===== src/rtl/mpe_ctrl.sv =====
// Sequencer for the matrix PE: walks the rows of a weight matrix, issues one
// micro-op per row, fetches paired NRAM/WRAM beats, and writes each row result.
module mpe_ctrl #(
  parameter int AW = 12
) (
  input  logic          clk,
  input  logic          rst,
  input  logic          cmd_valid,
  output logic          cmd_ready,
  input  logic [7:0]    cmd_n_out,
  input  logic [7:0]    cmd_n_iter,
  input  logic [AW-1:0] cmd_nram_base,
  input  logic [AW-1:0] cmd_wram_base,
  input  logic [AW-1:0] cmd_out_base,
  output logic          rd_req_valid,
  input  logic          rd_req_ready,
  output logic [AW-1:0] rd_nram_addr,
  output logic [AW-1:0] rd_wram_addr,
  output logic          uop_valid,
  input  logic          uop_ready,
  output logic [7:0]    uop,
  input  logic          pe_vld,
  input  logic [31:0]   pe_result,
  output logic          out_wr_en,
  output logic [AW-1:0] out_wr_addr,
  output logic [31:0]   out_wr_data,
  output logic          busy,
  output logic          done,
  output logic          err
);

  localparam logic [2:0] S_IDLE  = 3'd0;
  localparam logic [2:0] S_UOP   = 3'd1;
  localparam logic [2:0] S_FETCH = 3'd2;
  localparam logic [2:0] S_WAIT  = 3'd3;
  localparam logic [2:0] S_FIN   = 3'd4;

  logic [2:0]    state;
  logic [7:0]    n_out;
  logic [7:0]    n_iter;
  logic [AW-1:0] nram_base;
  logic [AW-1:0] wram_base;
  logic [AW-1:0] out_base;
  logic [7:0]    i;
  logic [7:0]    j;
  logic [AW-1:0] row_ofs;

  // Row offset is formed at 16 bits and only then folded into the address space.
  assign row_ofs = AW'(16'(j) * 16'(n_iter));

  // NOTE: handshake outputs decode the registered state only, so valid never
  // depends combinationally on the matching ready.
  assign cmd_ready    = (state == S_IDLE);
  assign uop_valid    = (state == S_UOP);
  assign rd_req_valid = (state == S_FETCH);
  assign done         = (state == S_FIN);
  assign busy         = (state != S_IDLE);
  assign uop          = n_iter;
  assign rd_nram_addr = nram_base + AW'(i);
  assign rd_wram_addr = wram_base + row_ofs + AW'(i);

  // NOTE: reset is synchronous and clears every register, including latched
  // command fields, so a reset mid-command leaves nothing behind.
  always_ff @(posedge clk) begin
    if (rst) begin
      state       <= S_IDLE;
      n_out       <= '0;
      n_iter      <= '0;
      nram_base   <= '0;
      wram_base   <= '0;
      out_base    <= '0;
      i           <= '0;
      j           <= '0;
      err         <= 1'b0;
      out_wr_en   <= 1'b0;
      out_wr_addr <= '0;
      out_wr_data <= '0;
    end else begin
      out_wr_en <= 1'b0;
      case (state)
        S_IDLE: begin
          if (cmd_valid) begin
            n_out     <= cmd_n_out;
            n_iter    <= cmd_n_iter;
            nram_base <= cmd_nram_base;
            wram_base <= cmd_wram_base;
            out_base  <= cmd_out_base;
            i         <= '0;
            j         <= '0;
            err       <= 1'b0;
            state     <= (cmd_n_out == 8'd0 || cmd_n_iter == 8'd0) ? S_FIN : S_UOP;
          end
        end
        S_UOP: begin
          if (uop_ready) state <= S_FETCH;
        end
        S_FETCH: begin
          if (rd_req_ready) begin
            if (i == n_iter - 8'd1) begin
              i     <= '0;
              state <= S_WAIT;
            end else begin
              i <= i + 8'd1;
            end
          end
        end
        S_WAIT: begin
          if (pe_vld) begin
            out_wr_en   <= 1'b1;
            out_wr_addr <= out_base + AW'(j);
            out_wr_data <= pe_result;
            if (j == n_out - 8'd1) begin
              state <= S_FIN;
            end else begin
              j     <= j + 8'd1;
              state <= S_UOP;
            end
          end
        end
        S_FIN:   state <= S_IDLE;
        default: state <= S_IDLE;
      endcase
      // A strobe outside WAIT has no row to belong to; flag it, and let it win
      // over the clear of a same-cycle command acceptance.
      if (pe_vld && state != S_WAIT) err <= 1'b1;
    end
  end

endmodule


===== config.mk =====
export PLATFORM = sky130hd
export DESIGN_NAME = mpe_ctrl
export DESIGN_NICKNAME = d
export VERILOG_FILES = /design/src/rtl/mpe_ctrl.sv
export SDC_FILE = /design/constraint.sdc
export NUM_CORES = 1
export LEC_CHECK = 0
export BUFFER_PORTS_ARGS = -buffer_cell sky130_fd_sc_hd__buf_2
export CAP_MARGIN = 20
export CORE_ASPECT_RATIO = 1.25
export CORE_MARGIN = 2
export CORE_UTILIZATION = 51
export CTS_BUF_LIST = sky130_fd_sc_hd__clkbuf_8
export DETAILED_ROUTE_END_ITERATION = 10
export GPL_ROUTABILITY_DRIVEN = 0
export PLACE_DENSITY = 0.79
export SETUP_SLACK_MARGIN = 0.2
export SLEW_MARGIN = 40
export SYNTH_ARGS = -nofsm -noshare
export SYNTH_HDL_FRONTEND = slang
export SYNTH_SLANG_ARGS = --single-unit

===== constraint.sdc =====
create_clock -name clk -period 5.11 [get_ports clk]
set_clock_uncertainty 0.05 [all_clocks]
set_input_delay 0 -clock clk [delete_from_list [all_inputs] [get_ports clk]]
set_output_delay 0 -clock clk [all_outputs]
set_load 0.01 [all_outputs]

## Yosys cells after proc, flatten, opt, wreduce, memory -nomap -nowiden

Index checks and enable logic that the tools add are counted.

- Register bits: 117
- Input port bits: 90
- Output and inout port bits: 83
- Word-level logic and storage cells: 71

- $add $sub $neg: 8
- $mul: 1
- Equality and inequality tests: 13
- Multiplexer cells: 19
- Bitwise gates (word level): 1
- Reductions and logical operators: 17

Operators with widths:

| operator | number |
|---|---|
| two-way mux 8 bit | 5 |
| adder 12 x 8 -> 12 bit | 3 |
| case mux 8 bit (2 select lines) | 2 |
| two-way mux 3 bit | 7 |
| adder 8 x 1 -> 8 bit, second input constant | 2 |
| == test 8 bit | 2 |
| logical NOT 8 bit | 2 |
| subtractor 8 x 1 -> 8 bit, second input constant | 2 |
| adder 12 bit | 1 |
| multiplier 8 x 8 -> 12 bit | 1 |
| case mux 3 bit (4 select lines) | 1 |
| nonzero test 2 bit | 4 |
| == test 3 x 2 -> 1 bit, second input constant | 2 |
| != test 2 x 1 -> 1 bit, second input constant | 3 |
| != test 2 bit, second input constant | 3 |
| AND reduction 2 bit | 3 |
| AND reduction 5 bit | 1 |
| two-way mux 1 bit | 4 |
| AND reduction 4 bit | 1 |
| == test 3 x 1 -> 1 bit, second input constant | 1 |
| == test 3 bit, second input constant | 1 |
| logical NOT 3 bit | 1 |
| != test 3 x 2 -> 1 bit, second input constant | 1 |
| AND reduction 3 bit | 1 |
| 5 further kinds | 5 |

## Depth between registers and ports, before layout

Gate-level depths: netlist of run 1.

- Depth in word-level cells: 5
- Gate-level depth with buffers: 21

## Worst setup path before layout of run 1

Ideal clock, no wire load.

- Path type: reg2out
- From: reg j[2]
- To: out rd_wram_addr[10]
- Arrival: 4.786 ns
- Slack: 0.274 ns
- Cell stages (with the launch flop): 20
- Path through: dfxtp_1 -> clkbuf_1 -> clkbuf_1 -> nand2_1 -> fa_1 -> inv_1 -> ha_1 -> ha_1 -> inv_1 -> fa_1 -> inv_1 -> fa_1 -> ha_1 -> a21oi_1 -> nor2b_1 -> o21a_1 -> or4_1 -> a31o_1 -> a21oi_1 -> xnor2_1

- Word-level cells in the longest chain between the ends: 3

Ends and longest elaborated chain:

| element | RTL line | source |
|---|---|---|
| from (decl) | 45 | `logic [7:0] j;` |
| from (signal assigned) | 115 | `j <= j + 8'd1;` |
| multiplier 8 x 8 -> 12 bit | 49 | `assign row_ofs = AW'(16'(j) * 16'(n_iter));` |
| adder 12 bit | 60 | `assign rd_wram_addr = wram_base + row_ofs + AW'(i);` |
| adder 12 x 8 -> 12 bit | 60 |  |
| to (decl) | 18 | `output logic [AW-1:0] rd_wram_addr,` |

Every way passes these cells.

## Worst setup path in the final report of run 1

- From: reg n_iter[0] (netlist: uop[0])
- To: out rd_wram_addr[10]

- Word-level cells in the longest chain between the ends: 3

Ends and longest elaborated chain:

| element | RTL line | source |
|---|---|---|
| from (decl) | 40 | `logic [7:0] n_iter;` |
| from (signal assigned) | 84 | `n_iter <= cmd_n_iter;` |
| multiplier 8 x 8 -> 12 bit | 49 |  |
| adder 12 bit | 60 |  |
| adder 12 x 8 -> 12 bit | 60 |  |

Every way passes these cells.

==> out/results.tsv, run 1 <==
stage	metric	value	unit
outcome	status	completed	
grt	vias in the first global route	8011	
detailed_routing	post-route ant nets	0	
clocking	Longest Clk Path Bufs	2	
worst_hold_path	worst hold stages	4	
floorplan	Core Area	0.01489	mm²
worst_setup_path	Reg2Reg Depth	9	
worst_setup_path	crit path cell chain	buf_6 -> nand2_2 -> fa_2 -> inv_1 -> ha_1 -> ha_1 -> inv_1 -> fa_1 -> inv_1 -> fa_1 -> ha_4 -> a21oi_4 -> nor2b_1 -> o21a_1 -> or4_4 -> a31o_1 -> a21oi_2 -> xnor2_1 -> buf_2	
pwr	logic gate share of total power	0.277	
synth	multiplexer area fraction after synthesis	0.002604	
sta	Final min period	4.930	ns
clocking	CTS Buf Count	17	
synth	Seq/Total Area, Yosys	0.3046	
placement	placed insts	1290	
sta	fin crit share	0.9649	
detailed_routing	DRT iter0 DRCs	457	
clocking	clock-pin transition on the worst setup and hold timing paths	0.07	ns
sta	Final Max Tran Viols	0	
clocking	CTS tree	yes	
placement	# port buffers	172	
layout	layout cells sized above 1	0.2236	
pwr	Max rail drop VDD	0.2186	mV
synth	number of synthesis warnings	0	
detailed_routing	WL per Instance	16.27	µm
worst_setup_path	CP Capture Type	output port	
synth	top_reg_cell synth	dfxtp_1	
detailed_routing	post-DR vias/cell	5.410	
placement	DP HPWL	15110	µm
worst_setup_path	Setup CP Type	register to output port	
floorplan	DIE AREA	0.01608	mm²
pwr	sequential fraction of design power	0.374	
floorplan	Die Y	141.3	µm
pwr	Int Power	1.966	mW
detailed_routing	Post-route DRC	0	
pwr	Psw	922.3	µW
detailed_routing	drt pass-1 iters	8	
pwr	PwrDens	275.7	mW/mm²
layout	multi-input logic area	0.004990	mm²
layout	Layout area overhead	36.26	%
grt	largest net degree at the start of global routing	57	
clocking	Clk Latency, worst-skew pair	0.43	ns
worst_hold_path	HP Start	uop_ready	
worst_setup_path	Buf/Inv on CP	5	
sta	final setup vio count	0	
clocking	root buf cell	clkbuf_8	
floorplan	# IOs	173	
pwr	Clk network pwr share	0.349	
synth	FF+latch count, synth	117	
worst_setup_path	Top delay family on crit path	adder cells	
synth	Syn Inst Count	967	
synth	Post-synth EDFFs	0	
pwr	Leak	4.836	nW
detailed_routing	WL final	23360	µm
sta	pin slew with the least headroom to its limit	0.7484	ns
worst_setup_path	CP Depth	19	
worst_setup_path	worst r2r src	uop[0]	
sta	Hold Vio Cnt, Final	0	
worst_setup_path	crit-path max FO	4	
worst_setup_path	Slowest-stage cell, CP	fa_1	
worst_setup_path	WP data required	5.06	ns
synth	xor and xnor area share after synthesis	0.07177	
sta	Slew HR	0.5000	
worst_hold_path	Endpoint, Worst Hold	state[1]	
clocking	CTS Sinks	117	
synth	post-synthesis adder-cell area fraction	0.2096	
grt	GRT Total Usage	0.2954	
clocking	CTS H-tree depth	4	
pwr	sw frac	0.3194	
layout	Non-Filler Instances	1436	
grt	initial antenna violation count	2	
synth	complex-gate fraction of the synthesized area	0.1276	
pwr	Tot Pwr	2.888	mW
floorplan	Initial Utilization	0.5164	
worst_hold_path	HP Class	input pin to register	
synth	Syn Nets	1157	
synth	Post-synth ARST share	0	
grt	first-pass GRT wire length	37740	µm
worst_setup_path	CP arrival	4.88	ns
worst_setup_path	Worst setup SP type	register	
synth	main combinational cell family by area after synthesis	simple AND/OR/NAND/NOR gates	
worst_setup_path	worst reg2reg path endpoint	i[6]	
worst_setup_path	r2r setup slk	2.36	ns
layout	Sequential Area	0.002382	mm²
grt	GRT Residual Overflow	0	
synth	Synth Area in Simple Gates	0.2208	
synth	Netlist Area Pre-Place	0.007689	mm²
job	max-cap violations	0	
sta	maximum clock rate	202.8	MHz
layout	fin nets	1430	
floorplan	number of cell rows	50	
worst_setup_path	Most common cell on crit path	inv_1	
synth	syn avg cell area	7.951	µm²
layout	Fill cells	1139	
synth	Netlist cell types	53	
worst_setup_path	max incr delay on CP	0.53	ns
sta	RSZ-0062 raised after global routing	yes	
floorplan	Die X	113.8	µm
detailed_routing	vias	7769	
-- metrics by stage --
stage	worst slack [ns]	instance area [µm²]	setup TNS, ns	hold slack (ns)	util
after floorplan	0.2739	7689	0	0.08596	-
after global placement	0.3073	8741	0	0.1893	0.5871
after detailed placement	0.2130	8747	0	0.1964	0.5875
after CTS	0.1773	10430	0	0.003591	0.7008
after global routing	-0.02560	10480	-0.02560	0.05369	0.7036
final	0.1796	10480	0	0.01767	0.7036
-- flip-flops by register name, indices dropped and copies added (netlist names) --
register,flops
out_wr_en,1
i,8
wram_base,12
uop,8
out_wr_data,32
out_wr_addr,12
err,1
n_out,8
j,8
state,3
out_base,12
nram_base,12
-- cells in the final DEF, fill, tap and decap left out, types with 6 or more instances in the layout --
cell,count
dfxtp_1,103
nand3_1,8
a21oi_1,108
dlygate4sd3_1,100
o21ai_0,10
nor2_1,43
nor2b_1,8
o21ai_1,7
dfxtp_4,9
xor2_1,14
buf_2,171
buf_4,31
nor3_1,11
nand4_1,8
fa_1,47
nand2_2,7
xnor2_1,49
inv_1,78
or3_1,7
a21o_1,7
clkbuf_8,18
and2_1,29
bufinv_16,6
nand2_1,231
ha_1,47
-- synth_stat cells (7+ instances only) --
library cell / n / area (µm²)
ha_1: 52 / 650.6
nand3_1: 8 / 40.04
clkbuf_1: 49 / 183.9
o21ai_0: 11 / 55.05
nor2b_1: 8 / 50.05
fa_1: 48 / 960.9
nand4_1: 8 / 50.05
a21oi_1: 112 / 560.5
a21o_1: 7 / 52.55
and2_1: 30 / 187.7
or3_1: 7 / 43.79
o21ai_1: 9 / 45.04
dfxtp_1: 117 / 2342
xnor2_1: 49 / 429.2
xor2_1: 14 / 122.6
inv_1: 79 / 296.5
nand2_1: 239 / 897.1
nor2_1: 44 / 165.2
nor3_1: 11 / 55.05
-- logic make-up after synthesis --
| family | after synthesis |
|---|---|
| muxes | 2 |
| xor gates and xnor gates | 63 |
| buffers and inverters | 129 |
| adders and majority gates | 100 |
| and+or+nand+nor | 384 |
| AOI/OAI and AO/OA | 172 |
| DFF | 117 |
-- metal layers --
layer | part of all wire | routed length, µm | vias up | GRT usage
met5 | 0 | 0 | - | 0
met4 | 0.057 | 1320 | 0 | 0.1662
met3 | 0.066 | 1545 | 105 | 0.06237
met2 | 0.52 | 12150 | 348 | 0.5370
met1 | 0.36 | 8337 | 3631 | 0.3155
li1 | - | - | 3685 | -
-- area by class of cell --
class                   instances  share of cell area
diodes                          2           0.0004777
clock buffers                  18             0.02365
clock inverters                13             0.02054
inverters                      79             0.02831
multi-input cells             721              0.4763
flip-flops and latches        117              0.2274
well taps                     182             0.02174
repair buffers                304              0.2016
-- worst register-to-register path, cell delays in order (launching register included) --
cell     delay (ns)
dfxtp_4        0.37
buf_4          0.17
or4_4          0.58
or4b_1         0.52
nand3_1        0.09
o21ai_1        0.06
o21a_1         0.19
o21ai_2        0.28
a21o_2         0.26
nor2_1         0.08
-- worst max path at each step --
stage	to	start	slack, ns
floorplan	rd_wram_addr[10]	j[2]	0.27
global placement	rd_wram_addr[10]	j[3]	0.31
detailed placement	rd_wram_addr[10]	j[3]	0.21
CTS	rd_wram_addr[10]	uop[0]	0.18
global route	rd_wram_addr[10]	uop[0]	-0.03
finish	rd_wram_addr[10]	uop[0]	0.18
-- power by group through the flow --
stage               combinational (mW)  sequential [mW]  clock, mW
global route                     0.885             1.09       1.06
global placement                 0.686             1.09          0
floorplan                        0.491             1.06          0
CTS                              0.781             1.08       1.01
finish                           0.800             1.08       1.01
detailed placement               0.702             1.10          0
-- timing repair --
item	CTS	global route
hold endpoints to repair	88	0
pin swaps	28	9
cloned	0	0
hold buffers	100	0
endpoints found under the setup margin	4	3
gates resized for setup	43	12
setup buffers	13	0
(Power assumes the default switching activity.)
==> run 2: changes to the inputs <==
--- a/constraint.sdc
+++ b/constraint.sdc
@@ -4,2 +4,2 @@
 set_output_delay 0 -clock clk [all_outputs]
-set_load 0.01 [all_outputs]
+set_load 0.1 [all_outputs]
==> run 2 against run 1 <==
Compared with the run above: the flow now finishes with violations (negative setup slack); design area rose by 0.56%; sequential share of layout area barely moved; clock power fell by 11%; first-iteration DRC count fell by 33%; combinational power rose by 56%; register-to-register slack improved by 0.04 ns; worst setup slack got worse by 0.27 ns; maximum frequency fell by 5.2%; sequential cell count did not move; worst hold slack improved by 0.034 ns; utilization rose by 0.40 points; die area did not move; highest routed layer unchanged.
==> out/results.tsv, run 2 (synthesis results as in run 1) <==
stage	metric	value	unit	change
clocking	CTS Sinks	117		unchanged
layout	fin nets	1422		-0.56%
outcome	violated checks	negative setup slack		
sta	sum of negative setup slack	-0.09264	ns	-0.09264 ns
clocking	CTS tree	yes		
layout	layout cells sized above 1	0.2430		+0.01932
detailed_routing	WL final	23260	µm	-0.44%
layout	ANT cells	0		-2
layout	Layout area overhead	37.02	%	
pwr	Max rail drop VDD	0.4840	mV	+120%
floorplan	Die X	113.8	µm	unchanged
worst_setup_path	CP Capture Type	output port		
sta	Slew HR	0.4964		-0.003649
layout	most frequent cells in the layout	232 x nand2_1, 166 x buf_2, 108 x a21oi_1		
layout	commonest non-fill, non-tap cell in the layout	nand2_1		
detailed_routing	Post-route DRC	0		unchanged
clocking	Longest Clk Path Bufs	2		unchanged
grt	GRT Residual Overflow	0		unchanged
detailed_routing	post-route ant nets	0		unchanged
pwr	PwrDens	307.0	mW/mm²	+11%
detailed_routing	vias	7635		-1.7%
grt	largest net degree at the start of global routing	67		+18%
sta	final setup vio count	1		+1
worst_setup_path	crit-path max FO	8		+4
sta	Final Max Tran Viols	0		unchanged
layout	flip-flop count of the largest register after layout	32		unchanged
clocking	clock-pin transition on the worst setup and hold timing paths	0.07	ns	about the same
floorplan	Core Area	0.01489	mm²	unchanged
clocking	root buf cell	clkbuf_8		
sta	Final Worst Setup Slack	-0.09264	ns	-0.2722 ns
grt	GRT Total Usage	0.2944		-0.001023
placement	DP HPWL	14620	µm	-3.2%
floorplan	Initial Utilization	0.5164		unchanged
sta	Hold Vio Cnt, Final	0		unchanged
worst_hold_path	HP Class	input pin to register		
grt	vias in the first global route	7788		-2.8%
detailed_routing	WL per Instance	16.32	µm	+0.33%
grt	first-pass GRT wire length	37430	µm	-0.81%
layout	Biggest register	out_wr_data		
floorplan	# IOs	173		unchanged
worst_setup_path	Setup CP Type	register to output port		
detailed_routing	DRT iter0 DRCs	307		-33%
detailed_routing	post-DR vias/cell	5.358		-0.97%
sta	RSZ-0062 raised after global routing	yes		
job	max-cap violations	0		unchanged
floorplan	number of cell rows	50		unchanged
worst_setup_path	CP arrival	5.15	ns	+0.27 ns
worst_setup_path	Worst setup SP type	register		
sta	Final min period	5.203	ns	+0.2722 ns
floorplan	Die Y	141.3	µm	unchanged
pwr	Leak	4.810	nW	-0.54%
sta	fin crit share	1.018		+0.05327
floorplan	DIE AREA	0.01608	mm²	unchanged
placement	dpl ws	0.2162	ns	+0.003200 ns
detailed_routing	drt pass-1 iters	5		-3
grt	initial antenna violation count	0		-2
clocking	CTS Buf Count	17		unchanged
clocking	CTS H-tree depth	4		unchanged
outcome	status	finished with violations		
clocking	Clk Latency, worst-skew pair	0.46	ns	+0.03 ns
sta	maximum clock rate	192.2	MHz	-5.2%
placement	# port buffers	172		unchanged
sta	pin slew with the least headroom to its limit	0.7555	ns	+0.007093 ns
worst_setup_path	WP data required	5.06	ns	about the same
-- run 2: changes by cell type in the layout (fill, tap and decap cells not counted), sizes merged --
cell | before | now
buf | 204 | 208
bufinv | 6 | 2
clkbuf | 18 | 21
clkinvlp | 2 | 3
diode | 2 | 0
dlygate4sd3 | 100 | 87
-- run 2: cell type report --
cell class | instances | area (µm²)
multi-input cells | 721 | 5125
clock buffers | 20 | 275.3
well taps | 182 | 227.7
repair buffers | 296 | 2091
fillers | 1119 | 4354
flip-flops and latches | 117 | 2399
inverters | 79 | 296.5
clock inverters | 10 | 121.4
-- run 2: per-stage QoR --
step	std cells	power (mW)	area [µm²]	util	hold WS [ns]
4_1_cts	1421	3.210	10460	0.7028	0.02182
5_1_grt	1425	3.369	10540	0.7076	0.06322
3_5_place_dp	1286	2.254	8987	0.6036	0.1951
2_1_floorplan	967	2.019	7929	-	0.07559
6_report	1425	3.235	10540	0.7076	0.05185
3_3_place_gp	1286	2.231	8986	0.6035	0.1890
-- run 2: timing repair --
item,in CTS,in global routing
setup endpoints to repair,5,5
gates resized for setup,32,16
hold endpoints to repair,87,0
hold buffers,87,0
pin swaps,21,2
buffers inserted,18,4
-- run 2: path summary, 6_finish.rpt --
kind                  startpoint                to  slack, ns  cells past startpoint
setup reg to reg          uop[0]              i[4]       2.40                     10
hold reg to reg   out_wr_addr[5]    out_wr_addr[5]       0.40                      2
hold / removal               rst    out_wr_addr[7]       0.05                      2
setup / recovery          uop[1]  rd_wram_addr[10]      -0.09                     17
-- run 2: metal layers --
layer	vias to the layer above	part of all wire	GRT usage
met1	3592	0.39	0.3321
met5	-	0	0
met2	317	0.51	0.5260
met4	0	0.033	0.1309
li1	3658	-	-
met3	68	0.072	0.07006
-- run 2: critical path: stages, from the launching register on --
cell and delay [ns]:
dfxtp_4 0.40, nand2_2 0.07, fa_1 0.50, inv_2 0.04, fa_1 0.44, ha_1 0.32
fa_1 0.50, inv_2 0.04, fa_1 0.56, inv_2 0.05, ha_4 0.23, nor2b_1 0.13
o21a_1 0.19, or4_4 0.44, a31o_1 0.25, a21oi_4 0.19, xnor2_4 0.14, buf_12 0.19
-- run 2: power by group --
group / switching, mW / leakage [nW] / internal, mW
clock: 0.423 / 0.195 / 0.470
combinational: 0.879 / 3.65 / 0.375
sequential: 0.0992 / 0.963 / 0.988
==> run 3: changes to the inputs <==
--- a/config.mk
+++ b/config.mk
@@ -11,7 +11,6 @@
 export CORE_MARGIN = 2
-export CORE_UTILIZATION = 51
-export CTS_BUF_LIST = sky130_fd_sc_hd__clkbuf_8
+export CORE_UTILIZATION = 50
 export DETAILED_ROUTE_END_ITERATION = 10
 export GPL_ROUTABILITY_DRIVEN = 0
-export PLACE_DENSITY = 0.79
+export PLACE_DENSITY = 0.78
 export SETUP_SLACK_MARGIN = 0.2
==> constraint.sdc (replaced) <==
create_clock -name clk -period 5.11 [get_ports clk]
set_clock_uncertainty 0.05 [all_clocks]
set_input_delay 0.511 -clock clk [delete_from_list [all_inputs] [get_ports clk]]
set_output_delay 0.511 -clock clk [all_outputs]
set_load 0.1 [all_outputs]
==> run 3 against run 2 <==
Compared with the run above: sequential power is essentially flat; combinational power barely moved; highest routed layer is now met5; wire length shrank 7.8%; sequential share of layout area increased by 0.56 points; first-iteration DRC count up 30%; global-route usage fell by 2.9 points; worst hold slack better by 0.22 ns; die area up 1.9%; the run still ends with negative setup slack left; count of clock-buffer cells in the layout down 2; non-clock buffer count fell by 63; total power grew 13%; design area decreased by 3.0%.
==> out/results.tsv, run 3 (synthesis results as in run 1) <==
stage	metric	value	unit	change
detailed_routing	WL per Instance	15.69	µm	-3.9%
grt	vias in the first global route	7419		-4.7%
layout	most frequent cells in the layout	231 x nand2_1, 163 x buf_2, 108 x a21oi_1		
floorplan	# IOs	173		unchanged
grt	largest net degree at the start of global routing	74		+10%
grt	GRT Residual Overflow	0		unchanged
worst_setup_path	Worst setup SP type	register		
grt	initial antenna violation count	5		+5
worst_setup_path	CP arrival	5.06	ns	-0.09 ns
pwr	Clk network pwr share	0.364		+0.088
clocking	root buf cell	clkbuf_16		
pwr	Leak	4.728	nW	-1.7%
clocking	clock-pin transition on the worst setup and hold timing paths	0.06	ns	about the same
detailed_routing	drt pass-1 iters	6		+1
floorplan	Core Area	0.01501	mm²	+0.84%
pwr	Psw	1.438	mW	+2.6%
layout	fin nets	1359		-4.4%
detailed_routing	post-route ant nets	0		unchanged
pwr	Int Power	2.230	mW	+22%
layout	Biggest register	out_wr_data		
detailed_routing	Routed met3 length	1675	µm	-0.30%
layout	Fill cells	1203		+7.5%
clocking	CTS Buf Count	17		unchanged
clocking	CTS H-tree depth	4		unchanged
floorplan	Die Y	142.6	µm	+0.97%
sta	maximum clock rate	178.0	MHz	-7.4%
clocking	CTS Sinks	117		unchanged
placement	# port buffers	172		unchanged
sta	RSZ-0062 raised after global routing	yes		
grt	first-pass GRT wire length	34520	µm	-7.8%
floorplan	Die X	114.9	µm	+0.96%
detailed_routing	vias	7171		-6.1%
worst_setup_path	CP Capture Type	output port		
detailed_routing	post-DR vias/cell	5.250		-2.0%
worst_hold_path	HP Class	input pin to register		
detailed_routing	metal2 WL	10690	µm	-9.8%
pwr	Tot Pwr	3.668	mW	+13%
pwr	logic gate share of total power	0.345		-0.043
pwr	Max rail drop VDD	0.3363	mV	-31%
worst_setup_path	crit-path max FO	6		-2
pwr	PwrDens	359.0	mW/mm²	+17%
sta	Final Max Tran Viols	0		unchanged
worst_setup_path	WP data required	4.55	ns	-0.51 ns
pwr	sw frac	0.3920		-0.04135
layout	Layout area overhead	32.91	%	
placement	dpl ws	-0.1852	ns	-0.4014 ns
sta	Hold Vio Cnt, Final	0		unchanged
sta	Final Worst Setup Slack	-0.5065	ns	-0.4138 ns
layout	layout cells sized above 1	0.2775		+0.03454
detailed_routing	DRT iter0 DRCs	398		+30%
floorplan	number of cell rows	50		unchanged
pwr	sequential fraction of design power	0.291		-0.045
detailed_routing	WL final	21430	µm	-7.8%
clocking	Hold Buf Count CTS	0		-100%
clocking	CTS tree	yes		
layout	flip-flop count of the largest register after layout	32		unchanged
sta	fin crit share	1.099		+0.08099
job	max-cap violations	0		unchanged
sta	Final min period	5.616	ns	+0.4138 ns
grt	GRT Total Usage	0.2659		-0.02852
sta	Slew HR	0.4587		-0.03766
layout	commonest non-fill, non-tap cell in the layout	nand2_1		
sta	pin slew with the least headroom to its limit	0.8120	ns	+0.05649 ns
clocking	Clk Latency, worst-skew pair	0.41	ns	-0.05 ns
sta	final setup vio count	6		+5
floorplan	Initial Utilization	0.5121		-0.004303
outcome	status	finished with violations		
detailed_routing	Post-route DRC	0		unchanged
floorplan	DIE AREA	0.01639	mm²	+1.9%
worst_setup_path	Setup CP Type	register to output port		
outcome	violated checks	negative setup slack		
detailed_routing	DR top layer	met5		
clocking	Longest Clk Path Bufs	2		unchanged
placement	DP HPWL	15450	µm	+5.7%
detailed_routing	WL met1	8391	µm	-6.3%
[run 3: cell count changes in the layout (fill, tap and decap cells not counted), sizes merged]
cell         previous run  this run
dlygate4sd3            87         0
buf                   208       233
bufinv                  2         5
clkbuf                 21        18
clkinv                  1         4
clkinvlp                3         1
diode                   0         2
[run 3: final cells by class]
cell class,count,area (µm²),area share
Clock buffer,18,429.2,0.04200
Inverter,79,296.5,0.02902
Tap cell,182,227.7,0.02228
Sequential cell,117,2384,0.2333
Timing Repair Buffer,233,1461,0.1430
Antenna cell,2,5.005,0.0004898
Multi-Input combinational cell,721,5194,0.5083
Clock inverter,14,221.5,0.02167
[run 3: stage by stage]
| stage | cells | hold WS [ns] | TNS, ns | cell area [µm²] | util |
|---|---|---|---|---|---|
| final | 1366 | 0.2752 | -1.672 | 10220 | 0.6806 |
| after CTS | 1360 | 0.2621 | -1.451 | 10090 | 0.6719 |
| after global routing | 1365 | 0.2696 | -2.648 | 10220 | 0.6804 |
| after floorplan | 967 | 0.3863 | -1.439 | 7981 | - |
| after detailed placement | 1322 | 0.3915 | -0.1852 | 9319 | 0.6207 |
| after global placement | 1322 | 0.3866 | -0.1128 | 9318 | 0.6206 |
[run 3: what timing repair did]
action | in CTS | in global routing
buffers inserted | 6 | 4
gates cloned | 0 | 0
gates resized for setup | 21 | 29
setup endpoints to repair | 7 | 8
pin swaps | 20 | 17
[run 3: worst paths after layout]
kind,start,to,slack [ns],depth (start not counted)
worst min register to register,out_wr_data[13],out_wr_data[13],0.40,2
worst max register to register,uop[0],i[4],2.38,10
worst max-delay path,uop[0],rd_wram_addr[10],-0.51,18
worst min-delay path,pe_result[12],out_wr_data[12],0.28,3
[run 3: layer usage]
metal,global-route usage,up-vias
met5,0,-
met4,0.1015,4
met3,0.08489,57
met2,0.4610,243
met1,0.3034,3320
li1,-,3547
[run 3: critical path, stage by stage, from the launching register on]
cell and delay, ns:
dfxtp_4 0.39, buf_6 0.10, nand2_2 0.05, fa_1 0.52
inv_2 0.05, fa_1 0.48, inv_1 0.05, fa_1 0.47
inv_1 0.05, fa_1 0.47, inv_1 0.05, fa_1 0.49
inv_2 0.05, ha_4 0.17, or4_4 0.51, a31o_1 0.25
a21oi_4 0.18, xnor2_4 0.14, buf_12 0.19
[run 3: power by group through the flow]
stage | Sequential (mW) | Clock (mW) | Combinational [mW]
floorplan | 1.18 | 0 | 0.846
global placement | 1.08 | 0 | 1.20
detailed placement | 1.09 | 0 | 1.22
CTS | 1.07 | 1.35 | 1.25
global route | 1.08 | 1.39 | 1.35
finish | 1.07 | 1.33 | 1.27
